**src/rtl/traffic_sensor_conditioner.sv**
```systemverilog
// ---------------------------------------------------------------------------
// traffic_sensor_conditioner
//
// Front end of the traffic light controller. Turns the raw, bouncing
// car-loop detector lines for road A and road B into clean sensor levels
// SA/SB for the controller.
//
// Each channel has three stages:
//   1. a two-flop synchronizer, because the detector lines are asynchronous
//      to CLK;
//   2. a debounce FSM. It accepts a level change only after DEB_CYCLES
//      consecutive synchronized samples at the new level;
//   3. an optional request latch (LATCH=1). It keeps a detection asserted
//      until the controller shows green on that road, so a car that leaves
//      the loop early is still served.
//
// Parameters
//   DEB_CYCLES  consecutive samples needed to accept a level change (2..255)
//   LATCH       1: hold SA/SB until the road's light is green; 0: plain level
//   GREEN_CODE  encoding of "green" on the controller light outputs A/B
//
// Ports
//   CLK    in   1  system clock, all state on rising edge
//   RST    in   1  asynchronous, active-low reset
//   RAW_A  in   1  raw detector, road A (asynchronous, may bounce)
//   RAW_B  in   1  raw detector, road B (asynchronous, may bounce)
//   A      in   2  controller car light, road A (latch clear)
//   B      in   2  controller car light, road B (latch clear)
//   SA     out  1  conditioned sensor, road A
//   SB     out  1  conditioned sensor, road B
//
// Debounce FSM (one instance per channel)
//   state      | meaning
//   -----------+-----------------------------------------------------------
//   ST_IDLE    | no car; waiting for a synchronized high sample
//   ST_QUAL    | high seen; counting consecutive high samples
//   ST_PRESENT | car accepted; sensor asserted
//   ST_RELEASE | low seen while present; counting consecutive low samples
//                (sensor still asserted)
// ---------------------------------------------------------------------------
module traffic_sensor_conditioner #(
    parameter int         DEB_CYCLES = 4,
    parameter bit         LATCH      = 1'b1,
    parameter logic [1:0] GREEN_CODE = 2'b10
) (
    input  logic       CLK,
    input  logic       RST,
    input  logic       RAW_A,
    input  logic       RAW_B,
    input  logic [1:0] A,
    input  logic [1:0] B,
    output logic       SA,
    output logic       SB
);

    // Counter only has to reach DEB_CYCLES-1; keep at least one bit so the
    // legal minimum of DEB_CYCLES=2 still gets a real counter.
    localparam int            CW       = (DEB_CYCLES > 2) ? $clog2(DEB_CYCLES) : 1;
    localparam logic [CW-1:0] CNT_ONE  = CW'(1);
    localparam logic [CW-1:0] CNT_LAST = CW'(DEB_CYCLES - 1);

    localparam logic [1:0] ST_IDLE    = 2'd0;
    localparam logic [1:0] ST_QUAL    = 2'd1;
    localparam logic [1:0] ST_PRESENT = 2'd2;
    localparam logic [1:0] ST_RELEASE = 2'd3;

    logic [1:0] raw_vec;
    logic [1:0] green_vec;
    logic [1:0] sense_vec;

    assign raw_vec   = {RAW_B, RAW_A};
    // Light outputs come from the controller on this same clock, so they
    // are used directly without synchronization.
    assign green_vec = {(B == GREEN_CODE), (A == GREEN_CODE)};

    assign SA = sense_vec[0];
    assign SB = sense_vec[1];

    for (genvar ch = 0; ch < 2; ch++) begin : g_ch

        logic          s1;
        logic          s2;
        logic [1:0]    state;
        logic [1:0]    state_nxt;
        logic [CW-1:0] cnt;
        logic [CW-1:0] cnt_nxt;
        logic          pend;
        logic          pend_nxt;
        logic          enter_present;
        logic          sense;
        logic          sense_nxt;

        // Two-flop synchronizer. Only s2 is allowed to reach the FSM.
        always_ff @(posedge CLK or negedge RST) begin
            if (!RST) begin
                s1 <= 1'b0;
                s2 <= 1'b0;
            end else begin
                s1 <= raw_vec[ch];
                s2 <= s1;
            end
        end

        // Entering QUAL or RELEASE already counts the first sample at the
        // new level. This is why cnt starts at 1 on those transitions.
        always_comb begin
            state_nxt = state;
            cnt_nxt   = cnt;
            case (state)
                ST_IDLE: begin
                    if (s2) begin
                        state_nxt = ST_QUAL;
                        cnt_nxt   = CNT_ONE;
                    end else begin
                        cnt_nxt   = '0;
                    end
                end
                ST_QUAL: begin
                    if (!s2) begin
                        state_nxt = ST_IDLE;
                        cnt_nxt   = '0;
                    end else if (cnt == CNT_LAST) begin
                        state_nxt = ST_PRESENT;
                        cnt_nxt   = '0;
                    end else begin
                        cnt_nxt   = cnt + CNT_ONE;
                    end
                end
                ST_PRESENT: begin
                    if (!s2) begin
                        state_nxt = ST_RELEASE;
                        cnt_nxt   = CNT_ONE;
                    end
                end
                ST_RELEASE: begin
                    if (s2) begin
                        state_nxt = ST_PRESENT;
                        cnt_nxt   = '0;
                    end else if (cnt == CNT_LAST) begin
                        state_nxt = ST_IDLE;
                        cnt_nxt   = '0;
                    end else begin
                        cnt_nxt   = cnt + CNT_ONE;
                    end
                end
                default: begin
                    state_nxt = ST_IDLE;
                    cnt_nxt   = '0;
                end
            endcase
        end

        // A return from RELEASE to PRESENT also counts as entering PRESENT.
        // A car that bounced back onto the loop re-arms its request.
        assign enter_present = (state_nxt == ST_PRESENT) && (state != ST_PRESENT);

        // Green on this road clears the request even on the edge that would
        // set it: the car is being served already.
        always_comb begin
            pend_nxt = 1'b0;
            if (LATCH) begin
                if (green_vec[ch]) begin
                    pend_nxt = 1'b0;
                end else if (enter_present) begin
                    pend_nxt = 1'b1;
                end else begin
                    pend_nxt = pend;
                end
            end
        end

        // The sensor output is built from next-state values, so it changes
        // on the same edge as the FSM. It stays registered, so there is no
        // combinational path from the detector line.
        assign sense_nxt = (state_nxt == ST_PRESENT) ||
                           (state_nxt == ST_RELEASE) ||
                           pend_nxt;

        always_ff @(posedge CLK or negedge RST) begin
            if (!RST) begin
                state <= ST_IDLE;
                cnt   <= '0;
                pend  <= 1'b0;
                sense <= 1'b0;
            end else begin
                state <= state_nxt;
                cnt   <= cnt_nxt;
                pend  <= pend_nxt;
                sense <= sense_nxt;
            end
        end

        assign sense_vec[ch] = sense;

    end

endmodule

```
**config.mk**
```make
export PLATFORM = sky130hd
export DESIGN_NAME = traffic_sensor_conditioner
export DESIGN_NICKNAME = d
export VERILOG_FILES = /design/src/rtl/traffic_sensor_conditioner.sv
export SDC_FILE = /design/constraint.sdc
export NUM_CORES = 1
export LEC_CHECK = 0
export ABC_AREA = 1
export CORE_AREA = 5 5 42 44
export CTS_BUF_LIST = sky130_fd_sc_hd__clkbuf_16
export CTS_CLUSTER_DIAMETER = 120
export DETAILED_ROUTE_END_ITERATION = 10
export DIE_AREA = 0 0 47 49
export DONT_BUFFER_PORTS = 1
export PLACE_DENSITY = 0.71
export SLEW_MARGIN = 20
export SYNTH_ARGS = -nofsm -noshare
export SYNTH_HDL_FRONTEND = slang
export SYNTH_SLANG_ARGS = --single-unit
```
**constraint.sdc**
```tcl
create_clock -name CLK -period 1.32 [get_ports CLK]
set_input_delay 0.198 -clock CLK [delete_from_list [all_inputs] [get_ports CLK]]
set_output_delay 0.198 -clock CLK [all_outputs]
set_load 0.1 [all_outputs]
```
==> metrics, run 1 <==
GR Overflow Total=0; cell mode on critical path=nand2_1; Least-Margin Pin Slew=about 0.69 ns; post-synthesis mux area share=0; Critical Path Max Stage Delay=a little under 0.4 ns; DP HPWL=782.6 um; vias in the first global route=between 400 and 500; Routed WL per cell=10.95 um; # DRC=0; ANT nets after route=0; relative slew slack=0.5391; compound-gate portion of the synthesized area=0.03512; number of antenna diodes=0; post-synthesis sequential area ratio=0.5915; top_reg_cell synth=dfrtp_1; worst vdd ir=0.001239 V; Lkg Pwr=~0.47 nW; Ports=10; CTS clock-pin slew for the worst setup and hold paths=about 0.05 ns; Synth top cells by count=nand2_1 (25), inv_1 (19), dfrtp_1 (16); Synth Area per Inst=between 8 and 9 um2; final critical-path share of the clock period=0.8223; Root Buffer Master=clkbuf_16; Initial Util=0.4830; critical path type=reg -> reg; asr flop ratio synth=1.000; Final nets=97; Buf+Inv Stages, Crit Path=0; PD cells=between 2000 and 3000 nW/um2; Placer Congestion=0.6545; global-route total usage across every layer=0.1251; worst setup margin=0.2346 ns; Synth area leader=dfrtp_1; Critical-path top delay cell=dfrtp_1; # resized after CTS=0; Final min period=roughly 1.1 ns; drt first pass iters=4; mapped cell area=~680 um2; H-tree depth=1; total number of vias=around 480; synth warn=0; number of synthesized flops with an enable pin=0; Final Max Tran Viols=0; critical path's top delay family=flip-flops; Final setup viols=0; Max clock buf depth=2; layout cells sized above 1=0.1047; Post-Synth XOR/XNOR Area=0; Die Area=between 2000 and 2500 um2; final hold violation count=0; Synth area leaders=dfrtp_1 (59%), nand2_1 (14%), inv_1 (11%); WP data arrival=1.21 ns; Buffers on Ports=0; Fmax=0.9213 GHz; Die W=roughly 47 um; first-pass GRT wire length=between 1.5 and 2 mm; Syn Inst Count=a little under 80; Synth Area in Adders=0.03697; simple-gate share of the synthesized area=0.2311; Post-Route Skew=approximately 0.002 ns; number of post-CTS setup repair buffers=0; Yosys cell types=13; pin count of the biggest net entering global routing=17; CTS sink count=16; startpoint types=flip-flop; CTS tree=yes; antenna violations before repair=0; RSZ-0062 raised after global routing=no; CP Cell Sequence=ha_1 -> nand2_1 -> nand2_1 -> o21ai_1 -> nand2_1; DRT iter0 DRCs=9; Synth top area share=0.5915; Die Ht=just under 50 um; core area=1401 um2; most numerous cell in the Yosys netlist=nand2_1; row count=14; Layout area overhead=21.26%; clock latency on the worst-skew pair=0.25 ns; Post-Route Setup TNS=0 ns; status=complete, no violations; Max-Cap Viols=0; vias per inst=4.686; Syn Nets=a little under 90; worst-path fanout max=3; Hold WC Path Type=in -> reg; Routed WL=1.117 mm; Worst setup EP type=flip-flop; combinational family with the most area after synthesis=simple AND/OR/NAND/NOR gates; Tot Pwr=2.120 mW; number of synthesized register bits=16; Critical Path RT=approximately 1.5 ns; pre-CTS WS=roughly 0.25 ns; cts hold-fix bufs=3; CTS Buf Count=3
==> final timing paths <==
kind	startpoint	to	slack, ns	cells after the start
setup / recovery	g_ch[1].cnt[0]	SB	0.23	5
hold / removal	A[1]	g_ch[0].pend	0.14	3
setup reg to reg	g_ch[1].cnt[0]	SB	0.23	5
hold reg to reg	g_ch[1].s1	g_ch[1].s2	0.36	0
max in group asynchronous	RST	SB	0.44	1
min in group asynchronous	RST	g_ch[1].s1	0.44	1
==> where the power goes <==
group	switching [mW]	total (mW)	internal (mW)
combinational	0.511	0.732	0.221
clock	0.189	0.591	0.402
sequential	0.122	0.798	0.676
total	0.822	2.12	1.30
==> routing by layer <==
layer,up-vias,global-route usage,wire length [um]
met5,-,0,0
met4,0,0.08295,35
met3,3,0.04428,67
met2,10,0.1787,547
met1,217,0.1526,467
li1,248,-,-
==> stage by stage <==
stage               hold WS (ns)  cells    util  cell area, um2
floorplan               -0.09759     77       -           676.9
global placement        -0.09719     95  0.5080           711.9
detailed placement      -0.09716     95  0.5080           711.9
CTS                       0.1377    102  0.5857           820.8
global route              0.1535    102  0.5857           820.8
finish                    0.1409    102  0.5857           820.8
==> area by class of cell <==
| type | instances | area [um2] |
|---|---|---|
| flip-flops and latches | 16 | 400.4 |
| clock inverters | 1 | 3.754 |
| fillers | 128 | 580.6 |
| multi-input cells | 42 | 205.2 |
| clock buffers | 3 | 75.07 |
| repair buffers | 5 | 45.04 |
| inverters | 19 | 71.32 |
| well taps | 16 | 20.02 |
==> worst reg2reg max path: cells and delay by family (launching register included) <==
kind / cells / cell delay (ns)
adder cells (fa/ha/maj): 1 / 0.22
AND/OR/NAND/NOR: 3 / 0.24
flip-flops: 1 / 0.39
AO/OA/AOI/OAI: 1 / 0.11
==> cells by family (layout without fill, tap and decap cells) <==
family,count (synthesis),count (layout)
AOI/OAI and AO/OA,4,4
DFF,16,16
adders and majority gates,2,2
and+or+nand+nor,36,36
buffers and inverters,19,28
==> sequential cells by signal, summed over array words and instances (netlist names) <==
signal / flops
g_ch.s2: 2
SB: 1
g_ch.state: 4
g_ch.s1: 2
g_ch.pend: 2
SA: 1
g_ch.cnt: 4
==> placed cells by master, fill, tap and decap left out <==
master	count
nor2_1	3
nand3_1	2
nand2_2	2
o21ai_0	1
nand4_1	2
nand3_2	1
dlygate4sd3_1	3
buf_4	2
clkbuf_16	3
a21oi_2	1
inv_1	19
clkinv_1	1
dfrtp_1	16
and3_1	1
ha_1	2
nand2_1	25
o21ai_1	2
No activity file was read; power rests on OpenSTA's default activity.
==> inputs of run 2 (changes only) <==
--- a/config.mk
+++ b/config.mk
@@ -6,13 +6,13 @@
 export NUM_CORES = 1
 export LEC_CHECK = 0
 export ABC_AREA = 1
-export CORE_AREA = 5 5 42 44
+export CORE_MARGIN = 5
+export CORE_UTILIZATION = 52
 export CTS_BUF_LIST = sky130_fd_sc_hd__clkbuf_16
 export CTS_CLUSTER_DIAMETER = 120
 export DETAILED_ROUTE_END_ITERATION = 10
-export DIE_AREA = 0 0 47 49
 export DONT_BUFFER_PORTS = 1
-export PLACE_DENSITY = 0.71
+export PLACE_DENSITY = 0.75
 export SLEW_MARGIN = 20
 export SYNTH_ARGS = -nofsm -noshare
 export SYNTH_HDL_FRONTEND = slang
==> constraint.sdc (replaced) <==
create_clock -name CLK -period 0.91 [get_ports CLK]
set_input_delay 0.1365 -clock CLK [delete_from_list [all_inputs] [get_ports CLK]]
set_output_delay 0.1365 -clock CLK [all_outputs]
set_load 0.1 [all_outputs]
==> metrics, run 2 (synthesis gave the netlist of run 1 again) <==
status=complete, but fails checks; failing checks=negative setup slack; ANT nets after route=0 (unchanged); CTS tree=yes; DR WL met3=65 um (-3.0%); worst vdd ir=0.002784 V (+120%); multi-input logic area=257.7 um2 (+26%); Routed WL per cell=14.02 um (+28%); Final nets=100 (+3.1%); filler instances=84 (-34%); PD cells=3870 nW/um2 (+50%); Routed WL=1.458 mm (+31%); Root Buffer Master=clkbuf_16; P_int=2.176 mW (+68%); Die W=46.08 um (-2.0%); Final Max Tran Viols=0 (unchanged); logic gate share of total power=0.417 (+0.072); design area=924.6 um2 (+13%); Final min period=1.053 ns (-0.03203 ns); antenna violations before repair=0 (unchanged); final critical-path share of the clock period=1.158 (+0.3353); commonest non-fill, non-tap cells in the layout=nand2_1 (21), inv_1 (14), dfrtp_1 (14), inv_2 (5), nand2_2 (5); first-pass GRT wire length=2.415 mm (+23%); WP data arrival=1.18 ns (-0.03 ns); CTS Buf Count=3 (unchanged); DP HPWL=956 um (+22%); Worst setup EP type=flip-flop; Die Area=2123 um2 (-7.8%); global-route total usage across every layer=0.1683 (+0.04320); core area=1269 um2 (-9.5%); DRT iter0 DRCs=11 (+2); Sequential Area=402.9 um2 (+0.62%); Area after DPL=753.2 um2 (+5.8%); Lkg Pwr=0.5049 nW (+8.1%); startpoint types=flip-flop; CTS clock-pin slew for the worst setup and hold paths=0.05 ns (about the same); DR top layer=met4; # DRC=0 (unchanged); worst-path fanout max=2 (-1); worst setup margin=-0.1434 ns (-0.3780 ns); RSZ-0062 raised after global routing=yes; Net Sw Frac=0.3918 (+0.004355); Buffers on Ports=0 (unchanged); commonest non-fill, non-tap cell in the layout=nand2_1; pin count of the biggest net entering global routing=17 (unchanged); Layout area overhead=36.60%; critical path type=reg -> reg; vias per inst=5.019 (+7.1%); clock power share=0.233 (-0.046); Max clock buf depth=2 (unchanged); clock latency on the worst-skew pair=0.24 ns (about the same); Ports=10 (unchanged); H-tree depth=1 (unchanged); Die Ht=46.08 um (-6.0%); biggest regs=g_ch.cnt x4, g_ch.state x4; Final setup viols=10 (+10); Hold WC Path Type=in -> async; Critical Path RT=1.03 ns (-0.42 ns); CTS sink count=16 (unchanged); GR Overflow Total=0 (unchanged); Initial Util=0.5335 (+0.05049); Final Util=0.7288 (+0.1431); total number of vias=522 (+9.2%); final hold violation count=0 (unchanged); row count=13 (-1); Placer Congestion=0.6746 (+3.1%); Fmax=0.9493 GHz (+3.0%); part of the power in registers=0.349 (-0.027); P_sw=1.402 mW (+71%); Post-Route Skew=0.0008639 ns (-0.001128 ns); drt first pass iters=4 (unchanged); number of antenna diodes=0 (unchanged); Max-Cap Viols=0 (unchanged); relative slew slack=0.5299 (-0.009164); met1 wire length=539 um (+15%); Least-Margin Pin Slew=0.7051 ns (+0.01602 ns); met2 routed WL=820 um (+50%); vias in the first global route=562 (+18%); layout cells sized above 1=0.3146 (+0.2100)
-- run 2: changes by cell type in the layout (fill, tap and decap cells not counted), sizes merged --
cell and change:
dlygate4sd3 -1, buf +3, dlymetal6s4s +1
-- run 2: final cells by class --
| type | count | area share |
|---|---|---|
| clock inverter | 1 | 0.004060 |
| tap | 15 | 0.02030 |
| timing repair buffer | 8 | 0.1028 |
| inverter | 19 | 0.07713 |
| clock buffer | 3 | 0.08119 |
| multi-input combinational | 42 | 0.2788 |
| sequential | 16 | 0.4357 |
-- run 2: critical path: stages (launching register included) --
cell     delay (ns)
dfrtp_1        0.41
ha_4           0.18
inv_2          0.04
nand2_1        0.04
nand2_1        0.07
nand2_1        0.05
nand2_1        0.08
nand2_1        0.06
-- run 2: per-layer routing --
layer	GRT usage	vias to the layer above
met5	0	-
met4	0.1023	0
met3	0.02344	4
met2	0.3049	15
met1	0.1805	249
li1	-	254
-- run 2: final timing paths --
check | start | endpoint | slack, ns | cells past startpoint
setup / recovery | g_ch[0].cnt[1] | SA | -0.14 | 7
hold / removal | RST | g_ch[0].pend | 0.01 | 1
setup reg to reg | g_ch[0].cnt[1] | SA | -0.14 | 7
hold reg to reg | g_ch[1].s1 | g_ch[1].s2 | 0.35 | 0
max in group asynchronous | RST | SB | 0.41 | 1
min in group CLK | A[1] | g_ch[0].pend | 0.10 | 3
-- run 2: repair_timing --
item / in CTS / in global routing
pin swaps: 4 / 4
hold buffers: 3 / 0
resized for setup: 9 / 7
setup buffers: 2 / 0
endpoints found under the hold margin: 18 / 0
setup endpoints to repair: 11 / 29
-- run 2: through the flow --
stage	total power [mW]	cells	hold WS [ns]	setup slack [ns]	setup TNS [ns]
2_1_floorplan	1.994	77	-0.1591	-0.03523	-0.1134
3_3_place_gp	2.336	95	-0.1587	-0.05994	-0.2714
3_5_place_dp	2.441	95	-0.1586	-0.1481	-0.7842
4_1_cts	3.501	104	0.09502	-0.1532	-0.8732
5_1_grt	3.803	104	0.07511	-0.2122	-1.402
6_report	3.578	104	0.01226	-0.1434	-0.8289
-- run 2: power by group through the flow --
stage                     Clock, mW  Combinational [mW]  Sequential, mW
after floorplan                   0               0.555            1.44
after global placement            0                1.16            1.18
after detailed placement          0                1.24            1.20
after CTS                     0.848                1.43            1.22
after global routing          0.875                1.65            1.28
final                         0.834                1.49            1.25
